## src/rtl/clock_gen_if.sv

```systemverilog
// Control/status bundle between the clock generator and whatever drives it.
// Latency: none, this file only groups signals.
// Backpressure: none. The generator always accepts halt and div_load.
interface clock_gen_if #(
   parameter int DIV_W = 8
);
   logic             halt;
   logic [DIV_W-1:0] div_ratio;
   logic             div_load;
   logic             clk_out;
   logic             tick;
   logic             running;
   logic [63:0]      cycle_count;

   // The controller drives the requests and observes the generated clock.
   modport master (
      output halt, div_ratio, div_load,
      input  clk_out, tick, running, cycle_count
   );

   // The generator receives the requests and drives the clock/status.
   modport slave (
      input  halt, div_ratio, div_load,
      output clk_out, tick, running, cycle_count
   );
endinterface

```

## src/rtl/clock_gen.sv

```systemverilog
// Programmable glitch-free divided clock with halt and a tick strobe.
// Outputs are registered. clk_out and tick rise on the first edge after a start.
// No backpressure. Ratio loads and halt requests act at period boundaries.
// Optional feature macro: CLOCK_GEN_CYCLE_COUNT_EN adds a 64-bit rising-edge counter.
module clock_gen #(
   parameter int DIV_W       = 8,
   parameter int DEFAULT_DIV = 2
) (
   input  logic     clk,
   input  logic     reset,
   clock_gen_if.slave bus
);

   localparam logic [DIV_W-1:0] L_ONE     = DIV_W'(1);
   localparam logic [DIV_W-1:0] L_TWO     = DIV_W'(2);
   localparam logic [DIV_W-1:0] L_DEF_DIV = (DEFAULT_DIV < 2) ? DIV_W'(2) : DIV_W'(DEFAULT_DIV);

   typedef enum logic {
      ST_STOP = 1'b0,
      ST_RUN  = 1'b1
   } state_t;

   state_t           r_state,   w_state_nxt;
   logic [DIV_W-1:0] r_phase,   w_phase_nxt;
   logic [DIV_W-1:0] r_active,  w_active_nxt;
   logic [DIV_W-1:0] r_pending, w_pending_nxt;
   logic             r_clk_out, w_clk_out_nxt;
   logic             r_tick,    w_tick_nxt;

   logic [DIV_W-1:0] w_hi;
   logic [DIV_W-1:0] w_phase_inc;
   logic [DIV_W-1:0] w_ratio_in;
   logic             w_last;
   logic             w_start;

   // High phase is ceil(N/2). Written as floor + lsb so it never overflows DIV_W.
   assign w_hi        = {1'b0, r_active[DIV_W-1:1]} + {{(DIV_W-1){1'b0}}, r_active[0]};
   assign w_phase_inc = r_phase + L_ONE;
   assign w_last      = (r_phase == (r_active - L_ONE));
   assign w_ratio_in  = (bus.div_ratio < L_TWO) ? L_TWO : bus.div_ratio;

   // A period starts on leaving the stopped state, or at the end of a period.
   // In both cases halt must be low. halt is only sampled at these points.
   assign w_start = !bus.halt && ((r_state == ST_STOP) || w_last);

   // Next-state logic: sequence the phase counter and decide the next clk_out level.
   always_comb begin
      w_state_nxt   = r_state;
      w_phase_nxt   = r_phase;
      w_active_nxt  = r_active;
      w_clk_out_nxt = r_clk_out;
      w_tick_nxt    = 1'b0;
      w_pending_nxt = bus.div_load ? w_ratio_in : r_pending;

      if (w_start) begin
         // A new period adopts the ratio that was pending before this edge.
         // A load on this same edge therefore applies to the next period.
         w_state_nxt   = ST_RUN;
         w_phase_nxt   = '0;
         w_active_nxt  = r_pending;
         w_clk_out_nxt = 1'b1;
         w_tick_nxt    = 1'b1;
      end else if (r_state == ST_RUN) begin
         if (w_last) begin
            // The boundary was reached with halt high. Park low.
            w_state_nxt   = ST_STOP;
            w_phase_nxt   = '0;
            w_clk_out_nxt = 1'b0;
         end else begin
            w_phase_nxt   = w_phase_inc;
            w_clk_out_nxt = (w_phase_inc < w_hi);
         end
      end
   end

   // State and output registers. Reset clears everything at once.
   always_ff @(posedge clk or negedge reset) begin
      if (!reset) begin
         r_state   <= ST_STOP;
         r_phase   <= '0;
         r_active  <= L_DEF_DIV;
         r_pending <= L_DEF_DIV;
         r_clk_out <= 1'b0;
         r_tick    <= 1'b0;
      end else begin
         r_state   <= w_state_nxt;
         r_phase   <= w_phase_nxt;
         r_active  <= w_active_nxt;
         r_pending <= w_pending_nxt;
         r_clk_out <= w_clk_out_nxt;
         r_tick    <= w_tick_nxt;
      end
   end

   assign bus.clk_out = r_clk_out;
   assign bus.tick    = r_tick;
   assign bus.running = (r_state == ST_RUN);

`ifdef CLOCK_GEN_CYCLE_COUNT_EN
   logic [63:0] r_cycle_count;

   // Count clk_out rising edges. The counter wraps naturally at 2^64.
   always_ff @(posedge clk or negedge reset) begin
      if (!reset) begin
         r_cycle_count <= '0;
      end else if (w_start) begin
         r_cycle_count <= r_cycle_count + 64'd1;
      end
   end

   assign bus.cycle_count = r_cycle_count;
`else
   assign bus.cycle_count = 64'h0;
`endif

endmodule

```

## src/flat_wrapper.sv

```systemverilog
// flat-port wrapper written by rule: the top's interface ports become plain ports
module clock_gen_flat 
#(
   parameter int DIV_W       = 8,
   parameter int DEFAULT_DIV = 2
)
  (clk, reset, bus_halt, bus_div_ratio, bus_div_load, bus_clk_out, bus_tick, bus_running, bus_cycle_count);
  clock_gen_if #(.DIV_W(DIV_W)) bus_i ();
  input  logic clk;
  input  logic reset;
  input wire logic [$bits(bus_i.halt)-1:0] bus_halt;
  input wire logic [$bits(bus_i.div_ratio)-1:0] bus_div_ratio;
  input wire logic [$bits(bus_i.div_load)-1:0] bus_div_load;
  output wire logic [$bits(bus_i.clk_out)-1:0] bus_clk_out;
  output wire logic [$bits(bus_i.tick)-1:0] bus_tick;
  output wire logic [$bits(bus_i.running)-1:0] bus_running;
  output wire logic [$bits(bus_i.cycle_count)-1:0] bus_cycle_count;
  assign bus_i.halt = bus_halt;
  assign bus_i.div_ratio = bus_div_ratio;
  assign bus_i.div_load = bus_div_load;
  assign bus_clk_out = bus_i.clk_out;
  assign bus_tick = bus_i.tick;
  assign bus_running = bus_i.running;
  assign bus_cycle_count = bus_i.cycle_count;
  clock_gen #(.DIV_W(DIV_W), .DEFAULT_DIV(DEFAULT_DIV)) u_core (.clk(clk), .reset(reset), .bus(bus_i));
endmodule
```

## config.mk

```make
export PLATFORM = sky130hd
export DESIGN_NAME = clock_gen_flat
export DESIGN_NICKNAME = d
export VERILOG_FILES = /design/src/rtl/clock_gen_if.sv /design/src/rtl/clock_gen.sv /design/src/flat_wrapper.sv
export SDC_FILE = /design/constraint.sdc
export NUM_CORES = 1
export LEC_CHECK = 0
export ABC_AREA = 0
export CORE_MARGIN = 3
export CORE_UTILIZATION = 34
export CTS_CLUSTER_SIZE = 24
export DETAILED_ROUTE_END_ITERATION = 12
export PLACE_DENSITY = 0.6
export SLEW_MARGIN = 20
export SYNTH_ARGS = -nofsm -noshare
export SYNTH_HDL_FRONTEND = slang
export SYNTH_SLANG_ARGS = --single-unit
export TNS_END_PERCENT = 10
```

## constraint.sdc

```tcl
create_clock -name clk -period 2.9 [get_ports clk]
set_input_delay 0.58 -clock clk [delete_from_list [all_inputs] [get_ports clk]]
set_output_delay 0.58 -clock clk [all_outputs]
set_load 0.05 [all_outputs]
```

==> run_results.csv <==
group,metric,value,unit
synth,synth_xor_area_frac,0.0663,
synth,synthCells,245,
synth,ys_ff_latch,27,
synth,synth_mux_area_frac,0.0741,
synth,synth_edf_count,0,
floorplan,fp-row-count,28,
finish,synthToLayoutAreaGrowth,0.000223,%
finish,multi_input_area,0.00124,mm²
timing,final-hold-violation-count,0,
setup_path,path_max_fanout,9,
floorplan,dieHeight,87.3,µm
cts,clk_pin_slew,100,ps
setup_path,crit_type,"reg2reg",
finish,seqCellArea,678,µm²
finish,fill_cells,640,
power_and_ir_drop,swShare,0.493,
synth,seq_area_frac_synth,0.302,
synth,synthTopCellsByArea,"dfrtp_1 (28%), buf_4 (22%), mux2_2 (6.5%)",
routing,wl_per_cell,12.1,µm
synth,synth_compound_area_frac,0.122,
placement,io_buffer_count,14,
power_and_ir_drop,pwr-share-comb,0.580,
synth,synthFlopType,"dfrtp_1",
hold_path,hp-class,"reg2reg",
floorplan,ioPinCount,79,
floorplan,dieArea,0.00762,mm²
cts,cts_setup_buffers,0,
power_and_ir_drop,seq_power_share,0.319,
synth,ys_warn_count,0,
routing,final_antenna_net_count,0,
synth,yosysTopAreaCellShare,0.278,
timing,setup_viol,0,
placement,gp_congestion,0.869,
routing,drcViolationCount,0,
global_route,grtUsageTotal,0.110,
timing,finalSetupTns,0,ps
floorplan,start_util,0.364,
power_and_ir_drop,powerDensity,1000,mW/mm²
cts,clkLatencyLatePin,280,ps
routing,drtPass1Iterations,4,
synth,postSynth.asyncResetShare,1.00,
global_route,grt_pass1_wl,6.73,mm
setup_path,endpoint_kind,"register",
global_route,grt_max_degree,28,
global_route,use_met2,0.189,
power_and_ir_drop,intPower,0.00114,W
setup_path,cp.arrival,2860,ps
power_and_ir_drop,netSwitchingPower,0.00111,W
routing,routed-via-count,1481,
finish,antennaDiodeCount,0,
cts,cts.path.max_buffers,2,
placement,dp_hpwl,3.20,mm
routing,drt-initial-drc-count,58,
timing,period_share,0.925,
power_and_ir_drop,irDropWorstVdd,0.000472,V
synth,yosysTopAreaCell,"dfrtp_1",
flow_run,maxCapViolations,0,
synth,yosys.area_share.adder,0.0612,
routing,viasPerCell,4.46,
global_route,antenna_found_initial,0,
synth,post_synth_and_or_nand_nor_area_fraction,0.120,
finish,fin_nets,281,
finish,drive_gt1_frac,0.105,
cts,cts_tree,"done",
timing,fin_crit,2680,ps
cts,clock_sinks,27,
synth,synth_top_family_by_area,"buffers and inverters",
synth,synth.distinct_cells,44,
synth,yosys-top-cells-count,"buf_4 (66), dfrtp_1 (25), nand2_1 (19)",
cts,hold_buffers,0,
routing,drt_wl_total,4.00,mm
setup_path,critPathRequiredTime,3070,ps
timing,skew,3.65,ps
cts,clockRootBuffer,"clkbuf_8",
cts,numCtsBuffers,3,
global_route,grt_overflow,0,
run_status,outcome,"finished clean",
timing,max_freq,373,MHz
timing,slew-limit-headroom,0.606,
cts,htree_levels,1,
synth,yosysMostFrequentCell,"buf_4",
cts,cts_resized,0,
global_route,grt_use_met1,0.141,
timing,rsz0062_at_grt,"false",
synth,synth_area,0.00225,mm²
timing,finalMaxSlewViolations,0,
synth,synth_area_per_cell,9.17,µm²
setup_path,cp-start-kind,"register",
global_route,busiest_layer,"met2",
global_route,met3_usage,0.0227,
power_and_ir_drop,p_leak,1.06,nW
floorplan,die_w,87.3,µm
power_and_ir_drop,pwr-share-clk,0.101,
global_route,grt_pass1_vias,1417,
timing,tightest_slew,592,ps
floorplan,core-area,0.00617,mm²
timing,whs,504,ps
-- cell type report --
class | count | share of cell area
clock inverters | 1 | 0.00334
clock buffers | 3 | 0.0184
inverters | 9 | 0.0150
multi-input cells | 201 | 0.551
flip-flops and latches | 27 | 0.302
well taps | 75 | 0.0418
repair buffers | 16 | 0.0690
-- through the flow --
step / utilization / instances / cell area (µm²) / setup slack, ps / total power (W)
CTS: 0.364 / 332 / 2250 / 227 / 0.00226
floorplan: - / 308 / 2480 / 422 / 0.00185
global route: 0.364 / 332 / 2250 / 71.9 / 0.00247
global placement: 0.357 / 328 / 2200 / 290 / 0.00201
detailed placement: 0.357 / 328 / 2200 / 233 / 0.00202
finish: 0.364 / 332 / 2250 / 217 / 0.00226
-- power groups by stage --
| stage | clock, W | combinational, W | sequential, W |
|---|---|---|---|
| 2_1_floorplan | 0 | 0.00120 | 0.000647 |
| 3_3_place_gp | 0 | 0.00129 | 0.000718 |
| 3_5_place_dp | 0 | 0.00130 | 0.000727 |
| 4_1_cts | 0.000240 | 0.00131 | 0.000718 |
| 5_1_grt | 0.000247 | 0.00147 | 0.000751 |
| 6_report | 0.000228 | 0.00131 | 0.000720 |
-- cells in the final DEF, fill, tap and decap left out, drive strengths merged, types with 2 or more instances in the layout --
| master | count |
|---|---|
| dfrtp | 25 |
| nor2 | 10 |
| conb | 64 |
| a21o | 2 |
| ha | 11 |
| clkdlybuf4s50 | 14 |
| dfstp | 2 |
| nor4 | 2 |
| o22ai | 2 |
| nand3 | 9 |
| nand2 | 19 |
| o21a | 3 |
| and3 | 3 |
| xnor2 | 8 |
| xor2 | 9 |
| o2111ai | 2 |
| o21ai | 12 |
| or3 | 2 |
| mux2i | 2 |
| a21oi | 7 |
| buf | 2 |
| inv | 9 |
| clkbuf | 3 |
| nor3 | 4 |
| o211ai | 2 |
| nor2b | 2 |
| mux2 | 13 |
| o211a | 2 |
| nand2b | 2 |
-- per-layer routing --
metal	share of wire	vias to the layer above
li1	-	728
met1	0.45	696
met2	0.48	51
met3	0.053	6
met4	0.014	0
met5	0	-
-- worst max-delay path, stage by stage, from the launching register on --
cell     delay, ps
dfrtp_1        480
or3_2          490
o21ai_0        220
mux2i_1        400
o32ai_4        200
nor3_4         410
mux2_2         390
-- flip-flops by register name (all words and copies together) (netlist names) --
signal,cells
u_core.r_active,8
u_core.r_pending,8
u_core.r_phase,8
u_core.bus.clk_out,1
u_core.bus.running,1
u_core.bus.tick,1
-- kinds of logic (layout without fill, tap and decap cells) --
kind of cell             after synthesis  in the layout
flip-flops                            27             27
multiplexers                          15             15
AO/OA/AOI/OAI                         39             39
other                                  1             64
buffers and inverters                 80             29
XOR/XNOR                              17             17
adder cells (fa/ha/maj)               11             11
AND/OR/NAND/NOR                       55             55
-- worst paths after layout --
check | from | to | slack, ps | cells past startpoint
max in group asynchronous | reset | u_core.r_active[1] | 1930 | 2
min | u_core.r_pending[1] | u_core.r_pending[1] | 500 | 2
max | u_core.r_active[4] | u_core.r_active[5] | 220 | 6
max reg2reg | u_core.r_active[4] | u_core.r_active[5] | 220 | 6
min reg2reg | u_core.r_pending[1] | u_core.r_pending[1] | 500 | 2
min in group asynchronous | reset | u_core.r_phase[6] | 660 | 2
No activity file was read; power rests on OpenSTA's default activity.
